File: config.mk
export PLATFORM = sky130hd
export DESIGN_NAME = move_sequencer
export DESIGN_NICKNAME = d
export VERILOG_FILES = /design/src/rtl/chess_pkg.sv /design/src/rtl/press_detect.sv /design/src/rtl/move_sequencer.sv
export SDC_FILE = /design/constraint.sdc
export NUM_CORES = 1
export LEC_CHECK = 0
export CAP_MARGIN = 5
export CELL_PAD_IN_SITES_DETAIL_PLACEMENT = 1
export CELL_PAD_IN_SITES_GLOBAL_PLACEMENT = 1
export CORE_ASPECT_RATIO = 1.4
export CORE_MARGIN = 2
export CORE_UTILIZATION = 40
export DETAILED_ROUTE_END_ITERATION = 10
export PLACE_DENSITY = 0.86
export SKIP_CTS_REPAIR_TIMING = 1
export SLEW_MARGIN = 20
export SYNTH_ARGS = -nofsm -noshare
export SYNTH_HDL_FRONTEND = slang
export SYNTH_HIERARCHICAL = 1
export SYNTH_SLANG_ARGS = --single-unit
File: constraint.sdc
create_clock -name clk -period 2.4 [get_ports clk]
set_input_delay 0.24 -clock clk [delete_from_list [all_inputs] [get_ports clk]]
set_output_delay 0.24 -clock clk [all_outputs]
set_load 0.02 [all_outputs]
File: src/rtl/chess_pkg.sv
// Shared chess constants: piece codes, sequencer state encoding and moveData layout.
package chess_pkg;
  localparam logic [3:0] EMPTY      = 4'd0;
  localparam int         COLOUR_BIT = 3;
  localparam logic       WHITE      = 1'b0;
  localparam logic       BLACK      = 1'b1;

  localparam logic [1:0] SEL_SRC = 2'd0;
  localparam logic [1:0] SEL_DST = 2'd1;
  localparam logic [1:0] REQ     = 2'd2;

  localparam int MD_DST_LSB  = 0;
  localparam int MD_SRC_LSB  = 6;
  localparam int MD_TURN_BIT = 12;

  function automatic logic isOwn(input logic [3:0] piece, input logic side);
    return (piece != EMPTY) && (piece[COLOUR_BIT] == side);
  endfunction

  // One cursor step along a single axis, wrapping or saturating at the board edge.
  function automatic logic [2:0] stepCoord(input logic [2:0] v, input logic inc, input logic wrap);
    if (inc) begin
      if (v == 3'd7) return wrap ? 3'd0 : 3'd7;
      return v + 3'd1;
    end
    if (v == 3'd0) return wrap ? 3'd7 : 3'd0;
    return v - 3'd1;
  endfunction
endpackage

File: src/rtl/press_detect.sv
// Registers one debounced button level and flags its rising edge as a press.
module press_detect (
  input  logic clk,
  input  logic reset,
  input  logic level,
  output logic press
);
  logic prev;

  always_ff @(posedge clk or negedge reset) begin
    if (!reset) prev <= 1'b0;
    else        prev <= level;
  end

  assign press = level & ~prev;
endmodule

File: src/rtl/move_sequencer.sv
// Button-driven cursor, source/destination selection and move-commit handshake for the chess game.
//   state   | meaning
//   SEL_SRC | choose a piece of the side to move
//   SEL_DST | choose target square (or reselect / cancel)
//   REQ     | move_req held, waiting for board verdict or timeout
module move_sequencer
  import chess_pkg::*;
#(
  parameter int ACK_TIMEOUT = 1023,
  parameter bit WRAP        = 1'b1
) (
  input  logic        clk,
  input  logic        reset,
  input  logic        BTNC,
  input  logic        BTNU,
  input  logic        BTND,
  input  logic        BTNL,
  input  logic        BTNR,
  input  logic [3:0]  sq_piece,
  input  logic        move_ack,
  input  logic        move_ok,
  output logic [5:0]  cursor,
  output logic        turn,
  output logic [1:0]  phase,
  output logic        move_req,
  output logic [12:0] moveData,
  output logic        error
);
  localparam int CW = $clog2(ACK_TIMEOUT + 1);

  logic          pressC, pressU, pressD, pressL, pressR;
  logic [1:0]    state;
  logic [5:0]    src, dst, nextCursor;
  logic [CW-1:0] ackCount;
  logic          own;

  press_detect pdC (.clk(clk), .reset(reset), .level(BTNC), .press(pressC));
  press_detect pdU (.clk(clk), .reset(reset), .level(BTNU), .press(pressU));
  press_detect pdD (.clk(clk), .reset(reset), .level(BTND), .press(pressD));
  press_detect pdL (.clk(clk), .reset(reset), .level(BTNL), .press(pressL));
  press_detect pdR (.clk(clk), .reset(reset), .level(BTNR), .press(pressR));

  assign own = isOwn(sq_piece, turn);

  // Priority chain: a centre press suppresses every direction in the same cycle.
  always_comb begin
    nextCursor = cursor;
    if (!pressC) begin
      if (pressU)      nextCursor[5:3] = stepCoord(cursor[5:3], 1'b1, WRAP);
      else if (pressD) nextCursor[5:3] = stepCoord(cursor[5:3], 1'b0, WRAP);
      else if (pressL) nextCursor[2:0] = stepCoord(cursor[2:0], 1'b0, WRAP);
      else if (pressR) nextCursor[2:0] = stepCoord(cursor[2:0], 1'b1, WRAP);
    end
  end

  always_ff @(posedge clk or negedge reset) begin
    if (!reset) begin
      state    <= SEL_SRC;
      cursor   <= 6'd0;
      turn     <= WHITE;
      src      <= 6'd0;
      dst      <= 6'd0;
      ackCount <= '0;
      error    <= 1'b0;
    end else begin
      error <= 1'b0;
      case (state)
        SEL_SRC: begin
          cursor <= nextCursor;
          if (pressC) begin
            if (own) begin
              src   <= cursor;
              state <= SEL_DST;
            end else begin
              error <= 1'b1;
            end
          end
        end
        SEL_DST: begin
          cursor <= nextCursor;
          if (pressC) begin
            if (cursor == src) begin
              state <= SEL_SRC;
            end else if (own) begin
              src <= cursor;
            end else begin
              dst      <= cursor;
              ackCount <= '0;
              state    <= REQ;
            end
          end
        end
        REQ: begin
          // An ack on the final timeout cycle still counts as a verdict.
          if (move_ack) begin
            state <= SEL_SRC;
            if (move_ok) turn  <= (turn == WHITE) ? BLACK : WHITE;
            else         error <= 1'b1;
          end else if (ackCount == CW'(ACK_TIMEOUT)) begin
            state <= SEL_SRC;
            error <= 1'b1;
          end else begin
            ackCount <= ackCount + CW'(1);
          end
        end
        default: state <= SEL_SRC;
      endcase
    end
  end

  assign move_req = (state == REQ);
  assign phase    = state;
  assign moveData[MD_TURN_BIT]      = turn;
  assign moveData[MD_SRC_LSB +: 6]  = src;
  assign moveData[MD_DST_LSB +: 6]  = dst;
endmodule

=== After elaboration in Yosys (flattened, before gate mapping) ===
Cells that the tools add are included.

* Register bits after elaboration: 37
* Word-level logic and storage cells: 144

* Bitwise operators: 15
* Add/subtract/negate cells: 5
* Multiplexer cells: 78
* Reduce and logical (&&, ||, !) cells: 17
* Eq/ne operators: 16

{| class="wikitable"
|+ Operator list
! operator !! count
|-
| 2-to-1 mux 3 bit || 18
|-
| 2-to-1 mux 10 bit || 5
|-
| 2-to-1 mux 1 bit || 40
|-
| 2-to-1 mux 6 bit || 4
|-
| case mux 10 bit (2 select lines) || 1
|-
| 2-to-1 mux 2 bit || 7
|-
| inequality test 2 bit, second input constant || 7
|-
| case mux 6 bit (2 select lines) || 1
|-
| adder 10 x 1 -> 10 bit, second input constant || 1
|-
| == test 10 bit, second input constant || 1
|-
| inverter 1 bit || 10
|-
| AND reduction 5 bit || 2
|-
| AND reduction 4 bit || 2
|-
| nonzero test 2 bit || 4
|-
| adder 3 x 1 -> 3 bit, second input constant || 2
|-
| == test 3 bit, second input constant || 2
|-
| == test 6 bit || 1
|-
| zero test 3 bit || 2
|-
| case mux 2 bit (3 select lines) || 1
|-
| AND reduction 3 bit || 2
|-
| AND reduction 6 bit || 1
|-
| subtractor 3 x 1 -> 3 bit, second input constant || 2
|-
| AND 1 bit || 5
|-
| nonzero test 4 bit || 1
|-
| 9 further kinds || 9
|}

=== Logic depth before layout (Yosys ltp) ===
Gate-level depths: netlist of the first run.

* Depth in word-level cells: 17
* Mapped depth: 7
* Gate-level depth less buffers: 6

=== Hierarchy ===
The synthesis of the first run kept the hierarchy.

{| class="wikitable"
|+ By module, submodules not included
! module !! area an instance (µm²) !! times used !! cells each
|-
| move_sequencer || 1786.7 || 1 || 167
|-
| press_detect || 38.8 || 5 || 2
|}

=== Worst setup path after synthesis of the first run ===
OpenSTA, ideal clock, no wires.

* Path kind: register to register
* Start: register cursor[5]
* End: register src[0]
* Period minus slack after synthesis: 1962 ps
* Library setup time: 125 ps
* Stages on the path, launching flop included: 8
* Buffers on the path: 2
* Arrival: 1837 ps
* Path slack: 438 ps
* Required time: 2275 ps
* Cell sequence: dfrtp_1 buf_2 xor2_1 nor4_4 nand3_1 and3b_1 buf_6 mux2_4

* Longest elaborated chain between the ends: 3

{| class="wikitable"
|+ RTL lines
! what !! RTL line !! RTL
|-
| from (decl) || move_sequencer.sv:22 || <nowiki>output logic [5:0] cursor,</nowiki>
|-
| from (signal assigned) || move_sequencer.sv:69 || <nowiki>cursor <= nextCursor;</nowiki>
|-
| from (signal assigned) || move_sequencer.sv:80 || <nowiki>cursor <= nextCursor;</nowiki>
|-
| == test 6 bit || move_sequencer.sv:82 || <nowiki>if (cursor == src) begin</nowiki>
|-
| inequality test 2 bit (no source line) || - ||
|-
| AND reduction 4 bit (no source line) || - ||
|-
| to (signal assigned) || move_sequencer.sv:72 || <nowiki>src <= cursor;</nowiki>
|-
| to (signal assigned) || move_sequencer.sv:85 || <nowiki>src <= cursor;</nowiki>
|-
| to (decl) || move_sequencer.sv:33 || <nowiki>logic [5:0] src, dst, nextCursor;</nowiki>
|}

Every way passes these cells.
A chain may end at the register's enable or synchronous reset.

=== Final worst setup path of the first run ===
* Start: register state[0], in the netlist phase[0]
* End: output move_req

* Longest elaborated chain between the ends: 1

{| class="wikitable"
|+ RTL lines
! what !! RTL line !! RTL
|-
| from (decl) || move_sequencer.sv:32 || <nowiki>logic [1:0] state;</nowiki>
|-
| from (signal assigned) || move_sequencer.sv:58 || <nowiki>state <= SEL_SRC;</nowiki>
|-
| from (signal assigned) || move_sequencer.sv:73 || <nowiki>state <= SEL_DST;</nowiki>
|-
| from (signal assigned) || move_sequencer.sv:83 || <nowiki>state <= SEL_SRC;</nowiki>
|-
| == test 2 bit || move_sequencer.sv:111 || <nowiki>assign move_req = (state == REQ);</nowiki>
|-
| to (decl) || move_sequencer.sv:25 || <nowiki>output logic move_req,</nowiki>
|}

Every way passes these cells.

==> impl_metrics.yaml, run 1 <==
yosys:
  synth-async-reset-ratio_pct: 100.0
  largest_family_of_logic_cells_by_synthesized_area: "simple AND/OR/NAND/NOR gates"
  synth_top_area_share_pct: 46.75
  top_cell_type_by_total_area_after_synthesis: "sky130_fd_sc_hd__dfrtp_1"
  synth-xor-area-share_pct: 4.422
  synth_most_common_cell: "sky130_fd_sc_hd__dfrtp_1"
  synth_area_um2: 1981
  number_of_warnings_printed_during_yosys_synthesis: 6
  post_synthesis_net_count: 198
  synthesis.instances: 177
  synth.top_cells.by_area: "sky130_fd_sc_hd__dfrtp_1, sky130_fd_sc_hd__mux2_4, sky130_fd_sc_hd__ha_1"
  post_synth_mux_area_share_pct: 9.223
  postSynthAreaPerCell_um2: 11.19
  synth_top_flop_cell: "sky130_fd_sc_hd__dfrtp_1"
  ys_types: 39
  synth_edf_count: 0
  synth-compound-area-share_pct: 14.72
  ys_seq_area_share_pct: 46.75
  synth.cells.most_frequent: "sky130_fd_sc_hd__dfrtp_1, sky130_fd_sc_hd__o21ai_0, sky130_fd_sc_hd__nor2_1"
  ys_seq_elements: 37
  synth_simple_gate_area_share_pct: 16.42
  synth-adder-area-share_pct: 5.054
power_and_ir_drop:
  p_seq_share_pct: 33.3
  switching_share_pct: 39.38
  comb_power_share_pct: 49.2
  power.static_leakage_nw: 1.084
  p_clk_share_pct: 17.5
  vdd.ir_drop.worst_mv: 0.7726
  cell_internal_pwr_mw: 1.931
  power.switching_mw: 1.254
  total_power_density_per_cell_area_nw_per_um2: 1256
job:
  maxCapViolCount: 0
die:
  die_height_um: 87.26
  placeableCoreArea_um2: 4805
  io-pin-count: 37
  die_w_um: 63.47
  starting_density_of_the_core_pct: 41.22
  core.rowCount: 30
  die-area_um2: 5538
grt:
  largest_net_degree_at_the_start_of_global_routing: 38
  grt_antenna_before_repair: 0
  grt_first_pass_wirelength_um: 7797
  grt_overflow: 0
  groute.usage.overall_pct: 18.24
  first_global_vias: 1664
place:
  placement.io_buffers: 36
  placement.setup.worst_slack_ns: 0.1123
  dp.final_hpwl_um: 3538
  gp_congestion: 0.8107
  dpl-instance-area_um2: 2420
routing:
  drt_iter0_drc: 36
  routed-via-count: 1554
  detailed_route_wire_length_per_cell_um: 16.36
  routed_wl_um: 4662
  drc_errors: 0
  drt.antenna.violating_nets: 0
  routed_via_density: 5.453
  drtPass1Iterations: 4
clock_network:
  cts.reportedPaths.clkPinSlew_ns: 0.08
  cts.sink_count: 37
  maximum_level_of_the_cts_h_tree: 2
  cts_max_path_buffers: 2
  clock_latency_reported_for_the_late_side_of_the_worst_skew_pair_ns: 0.29
  tritoncts.num_buffers: 5
  cts_tree: "built"
  root_buffer: "sky130_fd_sc_hd__clkbuf_8"
sta:
  fin_tns_setup_ns: 0
  timing.slew.headroom_pct: 39.28
  slew_violations: 0
  finalSetupViolations: 0
  setup_ws_ns: 0.1658
  finalCriticalPeriod_ns: 2.234
  rsz0062_at_grt: "false"
  fin_worst_hold_slack_ns: 0.06532
  worst_clock_skew_ns: 0.01251
  share_of_the_clock_period_used_by_the_worst_path_pct: 93.09
  timing.fmax_mhz: 447.6
  worstMarginPinSlew_ns: 0.9108
  hold_violations: 0
worst_setup_path:
  critical_path.max_stage_delay_ns: 0.65
  worstSetupPathType: "reg2out"
  startpoint_type_of_the_worst_setup_path: "register"
  end_kind: "primary output"
  worstPathArrival_ns: 1.99
  crit_chain: "inv_1 -> nand2_1 -> inv_1 -> clkdlybuf4s50_1"
  timing.reg2reg.setup_slack_ns: 0.44
  crit_top_cell: "sky130_fd_sc_hd__inv_1"
  critical_path_peak_fanout: 6
  cp_required_ns: 2.16
  crit_path_top_delay_cell: "sky130_fd_sc_hd__clkdlybuf4s50_1"
layout:
  fillCellCount: 555
  num_antenna_cells: 0
  finish.instance_area_um2: 2536
  drive_above_1_share_pct: 16.74
  syn2layout_area_growth_pct: 28.05
  seq_area_um2: 925.9
  layout.nets: 241
  multi_input_gate_area_um2: 987.2
hold_path:
  hold_class: "in2async"
outcome:
  run_status: "completed"
[routing by layer]
layer / global-route usage [%] / vias to the layer above / routed length [µm]
met5: 0 / - / 0
met4: 8.498 / 0 / 133
met3: 2.587 / 11 / 135
met2: 32.44 / 40 / 2390
met1: 21.65 / 776 / 2002
li1: - / 727 / -
[worst max-delay path: cells and delay by family (launching register included)]
| family | cells | cell delay (ns) |
|---|---|---|
| buffers and inverters | 3 | 1.06 |
| flip-flops | 1 | 0.46 |
| AND/OR/NAND/NOR | 1 | 0.18 |
[area by class of cell]
cell class	count	share of cell area (%)
Tap cell	64	3.157
Clock buffer	7	3.404
Multi-Input combinational cell	126	38.92
Clock inverter	1	1.184
Sequential cell	37	36.51
Inverter	9	1.332
Timing Repair Buffer	41	15.49
[cell usage in the layout (no fill, tap or decap), types with 3 or more instances in the layout]
cell type / count
sky130_fd_sc_hd__a21oi_1: 9
sky130_fd_sc_hd__a31oi_1: 6
sky130_fd_sc_hd__a41oi_1: 3
sky130_fd_sc_hd__buf_4: 5
sky130_fd_sc_hd__clkbuf_8: 6
sky130_fd_sc_hd__clkdlybuf4s50_1: 35
sky130_fd_sc_hd__dfrtp_1: 37
sky130_fd_sc_hd__ha_1: 8
sky130_fd_sc_hd__inv_1: 9
sky130_fd_sc_hd__mux2_2: 6
sky130_fd_sc_hd__mux2_4: 7
sky130_fd_sc_hd__nand2_1: 8
sky130_fd_sc_hd__nand3_1: 9
sky130_fd_sc_hd__nor2_1: 10
sky130_fd_sc_hd__nor2b_4: 5
sky130_fd_sc_hd__nor3_1: 7
sky130_fd_sc_hd__nor4_1: 4
sky130_fd_sc_hd__o21ai_0: 12
sky130_fd_sc_hd__o22a_1: 3
sky130_fd_sc_hd__xor2_1: 8
[registers in the layout (all words and copies together), names as in the netlist]
name,cells
pdU/prev,1
phase,2
cursor,6
dst,6
pdD/prev,1
pdR/prev,1
src,6
error,1
turn,1
pdL/prev,1
pdC/prev,1
ackCount,10
[metrics by stage]
step | cells | total power [mW] | util (%)
finish | 285 | 3.185 | 52.79
CTS | 285 | 3.232 | 52.79
global route | 285 | 3.392 | 52.79
global placement | 277 | 2.584 | 50.36
detailed placement | 277 | 2.655 | 50.36
floorplan | 177 | 1.996 | -
[power groups by stage]
stage / Combinational [mW] / Clock (mW) / Sequential, mW
finish: 1.57 / 0.558 / 1.06
global route: 1.71 / 0.595 / 1.09
floorplan: 0.764 / 0 / 1.23
global placement: 1.52 / 0 / 1.06
detailed placement: 1.58 / 0 / 1.07
CTS: 1.59 / 0.571 / 1.07
[kinds of logic after synthesis]
logic type / after synthesis
flops: 37
compound gates: 42
simple gates: 52
xor+xnor: 10
buf+inv: 14
fa+ha+maj: 8
mux: 14
[path summary, 6_finish.rpt]
path,startpoint,end,cells past startpoint
max in group asynchronous,reset,phase[0],1
min in group clk,BTND,pdD/prev,1
worst min-delay path,reset,ackCount[1],1
worst max register to register,cursor[2],src[3],5
worst min register to register,ackCount[9],ackCount[9],1
worst max-delay path,phase[0],move_req,4
(Power assumes the default switching activity.)
==> run 2: changes to the inputs <==
--- a/config.mk
+++ b/config.mk
@@ -10,8 +10,9 @@
 export CELL_PAD_IN_SITES_GLOBAL_PLACEMENT = 1
 export CORE_ASPECT_RATIO = 1.4
 export CORE_MARGIN = 2
-export CORE_UTILIZATION = 40
+export CORE_UTILIZATION = 49
 export DETAILED_ROUTE_END_ITERATION = 10
+export DONT_BUFFER_PORTS = 1
 export PLACE_DENSITY = 0.86
 export SKIP_CTS_REPAIR_TIMING = 1
 export SLEW_MARGIN = 20
==> impl_metrics.yaml, run 2 (synthesis results as in run 1) <==
place:
  placement.io_buffers: 0
  gp_congestion: 0.9529
  dp.final_hpwl_um: 3651
  placement.setup.worst_slack_ns: 0.3306
sta:
  finalCriticalPeriod_ns: 2.084
  fin_worst_hold_slack_ns: 0.1051
  timing.fmax_mhz: 479.8
  hold_violations: 0
  worstMarginPinSlew_ns: 0.6389
  timing.slew.headroom_pct: 57.01
  worst_clock_skew_ns: 0.01516
  slew_violations: 0
  rsz0062_at_grt: "false"
  setup_ws_ns: 0.3159
  fin_tns_setup_ns: 0
  finalSetupViolations: 0
  share_of_the_clock_period_used_by_the_worst_path_pct: 86.84
die:
  die-area_um2: 4574
  starting_density_of_the_core_pct: 50.54
  core.rowCount: 27
  io-pin-count: 37
  placeableCoreArea_um2: 3919
  die_w_um: 57.74
  die_height_um: 79.23
clock_network:
  cts.sink_count: 37
  maximum_level_of_the_cts_h_tree: 2
  tritoncts.num_buffers: 5
  clock_latency_reported_for_the_late_side_of_the_worst_skew_pair_ns: 0.30
  root_buffer: "sky130_fd_sc_hd__clkbuf_8"
  cts.reportedPaths.clkPinSlew_ns: 0.09
  cts_max_path_buffers: 2
  cts_tree: "built"
hold_path:
  hold_path_end: "turn"
  timing.hold.worst_path_depth: 2
  hold_class: "in2reg"
  hold_start: "move_ok"
layout:
  final_cell_mix: "sky130_fd_sc_hd__dfrtp_1, sky130_fd_sc_hd__o21ai_0, sky130_fd_sc_hd__nor2_1"
  num_antenna_cells: 0
  largest-register: "ackCount"
  layout.nets: 214
  largest_register_ff_count: 10
  most_common_library_cell_in_the_layout_ignoring_fill_and_taps: "sky130_fd_sc_hd__dfrtp_1"
  drive_above_1_share_pct: 20.62
  syn2layout_area_growth_pct: 12.07
power_and_ir_drop:
  power.static_leakage_nw: 0.9747
  cell_internal_pwr_mw: 1.513
  p_seq_share_pct: 42.9
  power.switching_mw: 1.251
  total_power_density_per_cell_area_nw_per_um2: 1245
  comb_power_share_pct: 41.1
  p_clk_share_pct: 16.0
  switching_share_pct: 45.26
  vdd.ir_drop.worst_mv: 0.8079
outcome:
  run_status: "completed"
worst_setup_path:
  end_kind: "register"
  startpoint_type_of_the_worst_setup_path: "register"
  worstPathArrival_ns: 2.26
  critical_path_peak_fanout: 10
  worstSetupPathType: "reg2reg"
  timing.reg2reg.setup_slack_ns: 0.32
  rr_startpoint: "phase[1]"
  reg2reg_to: "ackCount[5]"
  r2r.worst_path.cells: 6
  cp_required_ns: 2.57
routing:
  routed_wl_um: 4928
  drt_iter0_drc: 28
  drc_errors: 0
  routed-via-count: 1468
  routed_via_density: 6.194
  detailed_route_wire_length_per_cell_um: 20.79
  drt.antenna.violating_nets: 0
  drtPass1Iterations: 4
grt:
  largest_net_degree_at_the_start_of_global_routing: 38
  groute.usage.overall_pct: 23.24
  grt_overflow: 0
  grt_antenna_before_repair: 0
  grt_first_pass_wirelength_um: 7783
  first_global_vias: 1612
job:
  maxCapViolCount: 0
[run 2: area by class of cell]
type	instances	area [µm²]
clock inverter	3	17.52
inverter	9	33.78
timing repair buffer	14	132.6
multi-input combinational	126	987.2
clock buffer	5	68.82
tap	43	53.80
fill	428	1699
sequential	37	925.9
[run 2: worst max-delay path, stage by stage, from the launching register on]
cell,delay [ns]
sky130_fd_sc_hd__dfrtp_1,0.62
sky130_fd_sc_hd__nor3b_2,0.33
sky130_fd_sc_hd__a21oi_1,0.09
sky130_fd_sc_hd__a311o_2,0.44
sky130_fd_sc_hd__a21o_4,0.23
sky130_fd_sc_hd__inv_1,0.13
sky130_fd_sc_hd__a31oi_1,0.11
[run 2: worst max path at each step]
stage / start / endpoint / slack [ns] / cells after the start
finish: phase[1] / ackCount[5] / 0.32 / 6
floorplan: cursor[5] / src[0] / 0.44 / 7
global placement: src[2] / src[5] / 0.38 / 5
global route: phase[1] / ackCount[4] / 0.19 / 6
detailed placement: src[2] / src[0] / 0.33 / 5
CTS: phase[1] / ackCount[5] / 0.32 / 6
[run 2: routing by layer]
metal | up-vias | share of wire, % | global-route usage [%]
li1 | 665 | - | -
met1 | 742 | 37 | 24.42
met2 | 48 | 53 | 40.80
met3 | 13 | 6.3 | 7.003
met4 | 0 | 3.9 | 12.09
met5 | - | 0 | 0
[run 2: power groups by stage]
stage               clock, mW  combinational [mW]  sequential, mW
floorplan                   0               0.764            1.23
global placement            0                1.03            1.18
detailed placement          0                1.12            1.20
CTS                     0.451                1.13            1.19
global route            0.469                1.25            1.22
finish                  0.441                1.14            1.19
[run 2: through the flow]
step | area, µm² | power, mW | cells | utilization (%)
after floorplan | 1981 | 1.996 | 177 | -
after global placement | 2053 | 2.210 | 222 | 52.39
after detailed placement | 2053 | 2.320 | 222 | 52.39
after CTS | 2140 | 2.773 | 230 | 54.60
after global routing | 2220 | 2.937 | 237 | 56.64
final | 2220 | 2.764 | 237 | 56.64
==> run 3: changes to the inputs <==
--- a/config.mk
+++ b/config.mk
@@ -13,6 +13,7 @@
 export CORE_UTILIZATION = 49
 export DETAILED_ROUTE_END_ITERATION = 10
 export DONT_BUFFER_PORTS = 1
+export GPL_TIMING_DRIVEN = 0
 export PLACE_DENSITY = 0.86
 export SKIP_CTS_REPAIR_TIMING = 1
 export SLEW_MARGIN = 20
==> impl_metrics.yaml, run 3 (synthesis results as in run 1) <==
layout:
  largest-register: "ackCount"
  final_core_utilization_pct: 56.16
  multi_input_gate_area_um2: 987.2
  final_cell_mix: "sky130_fd_sc_hd__dfrtp_1, sky130_fd_sc_hd__o21ai_0, sky130_fd_sc_hd__nor2_1"
  layout.nets: 212
  largest_register_ff_count: 10
  syn2layout_area_growth_pct: 11.12
  most_common_library_cell_in_the_layout_ignoring_fill_and_taps: "sky130_fd_sc_hd__dfrtp_1"
  drive_above_1_share_pct: 18.85
  num_antenna_cells: 0
  fillCellCount: 430
  seq_area_um2: 925.9
grt:
  grt_first_pass_wirelength_um: 7686
  groute.usage.overall_pct: 22.26
  largest_net_degree_at_the_start_of_global_routing: 38
  grt_antenna_before_repair: 0
  first_global_vias: 1574
  grt_overflow: 0
clock_network:
  cts.sink_count: 37
  clock_latency_reported_for_the_late_side_of_the_worst_skew_pair_ns: 0.29
  root_buffer: "sky130_fd_sc_hd__clkbuf_8"
  cts.reportedPaths.clkPinSlew_ns: 0.07
  tritoncts.num_buffers: 5
  cts_max_path_buffers: 2
  maximum_level_of_the_cts_h_tree: 2
  cts_tree: "built"
sta:
  timing.fmax_mhz: 471.4
  fin_tns_setup_ns: 0
  finalCriticalPeriod_ns: 2.121
  hold_violations: 0
  rsz0062_at_grt: "false"
  timing.slew.headroom_pct: 58.80
  finalSetupViolations: 0
  worstMarginPinSlew_ns: 0.6132
  share_of_the_clock_period_used_by_the_worst_path_pct: 88.39
  worst_clock_skew_ns: 0.008697
  slew_violations: 0
die:
  placeableCoreArea_um2: 3919
  core.rowCount: 27
  die_height_um: 79.23
  io-pin-count: 37
  die-area_um2: 4574
  starting_density_of_the_core_pct: 50.54
  die_w_um: 57.74
power_and_ir_drop:
  p_clk_share_pct: 16.2
  p_seq_share_pct: 48.2
  total_power_density_per_cell_area_nw_per_um2: 1230
  cell_internal_pwr_mw: 1.498
  power.switching_mw: 1.210
  comb_power_share_pct: 35.6
  vdd.ir_drop.worst_mv: 0.8538
  switching_share_pct: 44.67
  power.static_leakage_nw: 0.9658
worst_setup_path:
  critical_path_peak_fanout: 8
  worstPathArrival_ns: 2.30
  crit_path_top_delay_cell: "sky130_fd_sc_hd__dfrtp_1"
  startpoint_type_of_the_worst_setup_path: "register"
  cpLargestDelayFamily: "compound AO/OA/AOI/OAI gates"
  crit_chain: "buf_2 -> xor2_1 -> nor4_4 -> a311o_2 -> a21o_4 -> mux2_4"
  cp_required_ns: 2.58
  worstSetupPathType: "reg2reg"
  critical_path.max_stage_delay_ns: 0.50
  crit_buf_inv: 1
  end_kind: "register"
place:
  gp_congestion: 0.8451
  dp.final_hpwl_um: 3463
  placement.io_buffers: 0
routing:
  detailed_route_wire_length_per_cell_um: 19.79
  drtPass1Iterations: 4
  drt_iter0_drc: 51
  routed_via_density: 6.128
  routed_wl_um: 4631
  drt.antenna.violating_nets: 0
  drc_errors: 0
  routed-via-count: 1434
outcome:
  run_status: "completed"
job:
  maxCapViolCount: 0
hold_path:
  hold_class: "in2reg"
==> run 3: area by class of cell <==
| class | instances | area share (%) |
|---|---|---|
| multi-input cells | 126 | 44.86 |
| flip-flops and latches | 37 | 42.07 |
| clock buffers | 7 | 3.923 |
| repair buffers | 7 | 3.638 |
| well taps | 43 | 2.445 |
| plain buffers | 5 | 1.535 |
| inverters | 9 | 1.535 |
==> run 3: worst paths after layout <==
kind / from / to / slack (ns) / cells after the start
worst max-delay path: cursor[0] / ackCount[0] / 0.28 / 6
worst min-delay path: move_ok / turn / 0.12 / 2
worst max register to register: cursor[0] / ackCount[0] / 0.28 / 6
worst min register to register: ackCount[9] / ackCount[9] / 0.50 / 1
max in group asynchronous: reset / cursor[1] / 1.78 / 2
min in group asynchronous: reset / ackCount[3] / 0.41 / 2
==> run 3: power by group through the flow <==
stage | sequential [mW] | combinational [mW] | clock (mW)
after detailed placement | 1.32 | 0.944 | 0
final | 1.31 | 0.964 | 0.438
after CTS | 1.31 | 0.950 | 0.450
after global routing | 1.34 | 1.07 | 0.475
after global placement | 1.29 | 0.852 | 0
after floorplan | 1.23 | 0.764 | 0
==> run 3: layer usage <==
metal,global-route usage (%),up-vias,routed length [µm]
met5,0,-,0
met4,8.140,0,68
met3,5.537,8,240
met2,39.20,39,2516
met1,25.58,723,1806
li1,-,664,-
==> run 3: stage by stage <==
step | power (mW) | area, µm² | instances | setup slack (ns) | hold slack (ns)
3_3_place_gp | 2.146 | 2034 | 220 | 0.3008 | -0.05470
2_1_floorplan | 1.996 | 1981 | 177 | 0.4377 | -0.05559
6_report | 2.708 | 2201 | 234 | 0.2787 | 0.1151
3_5_place_dp | 2.262 | 2034 | 220 | 0.2805 | -0.05467
4_1_cts | 2.709 | 2121 | 227 | 0.2557 | -0.3737
5_1_grt | 2.891 | 2201 | 234 | 0.1345 | 0.1230
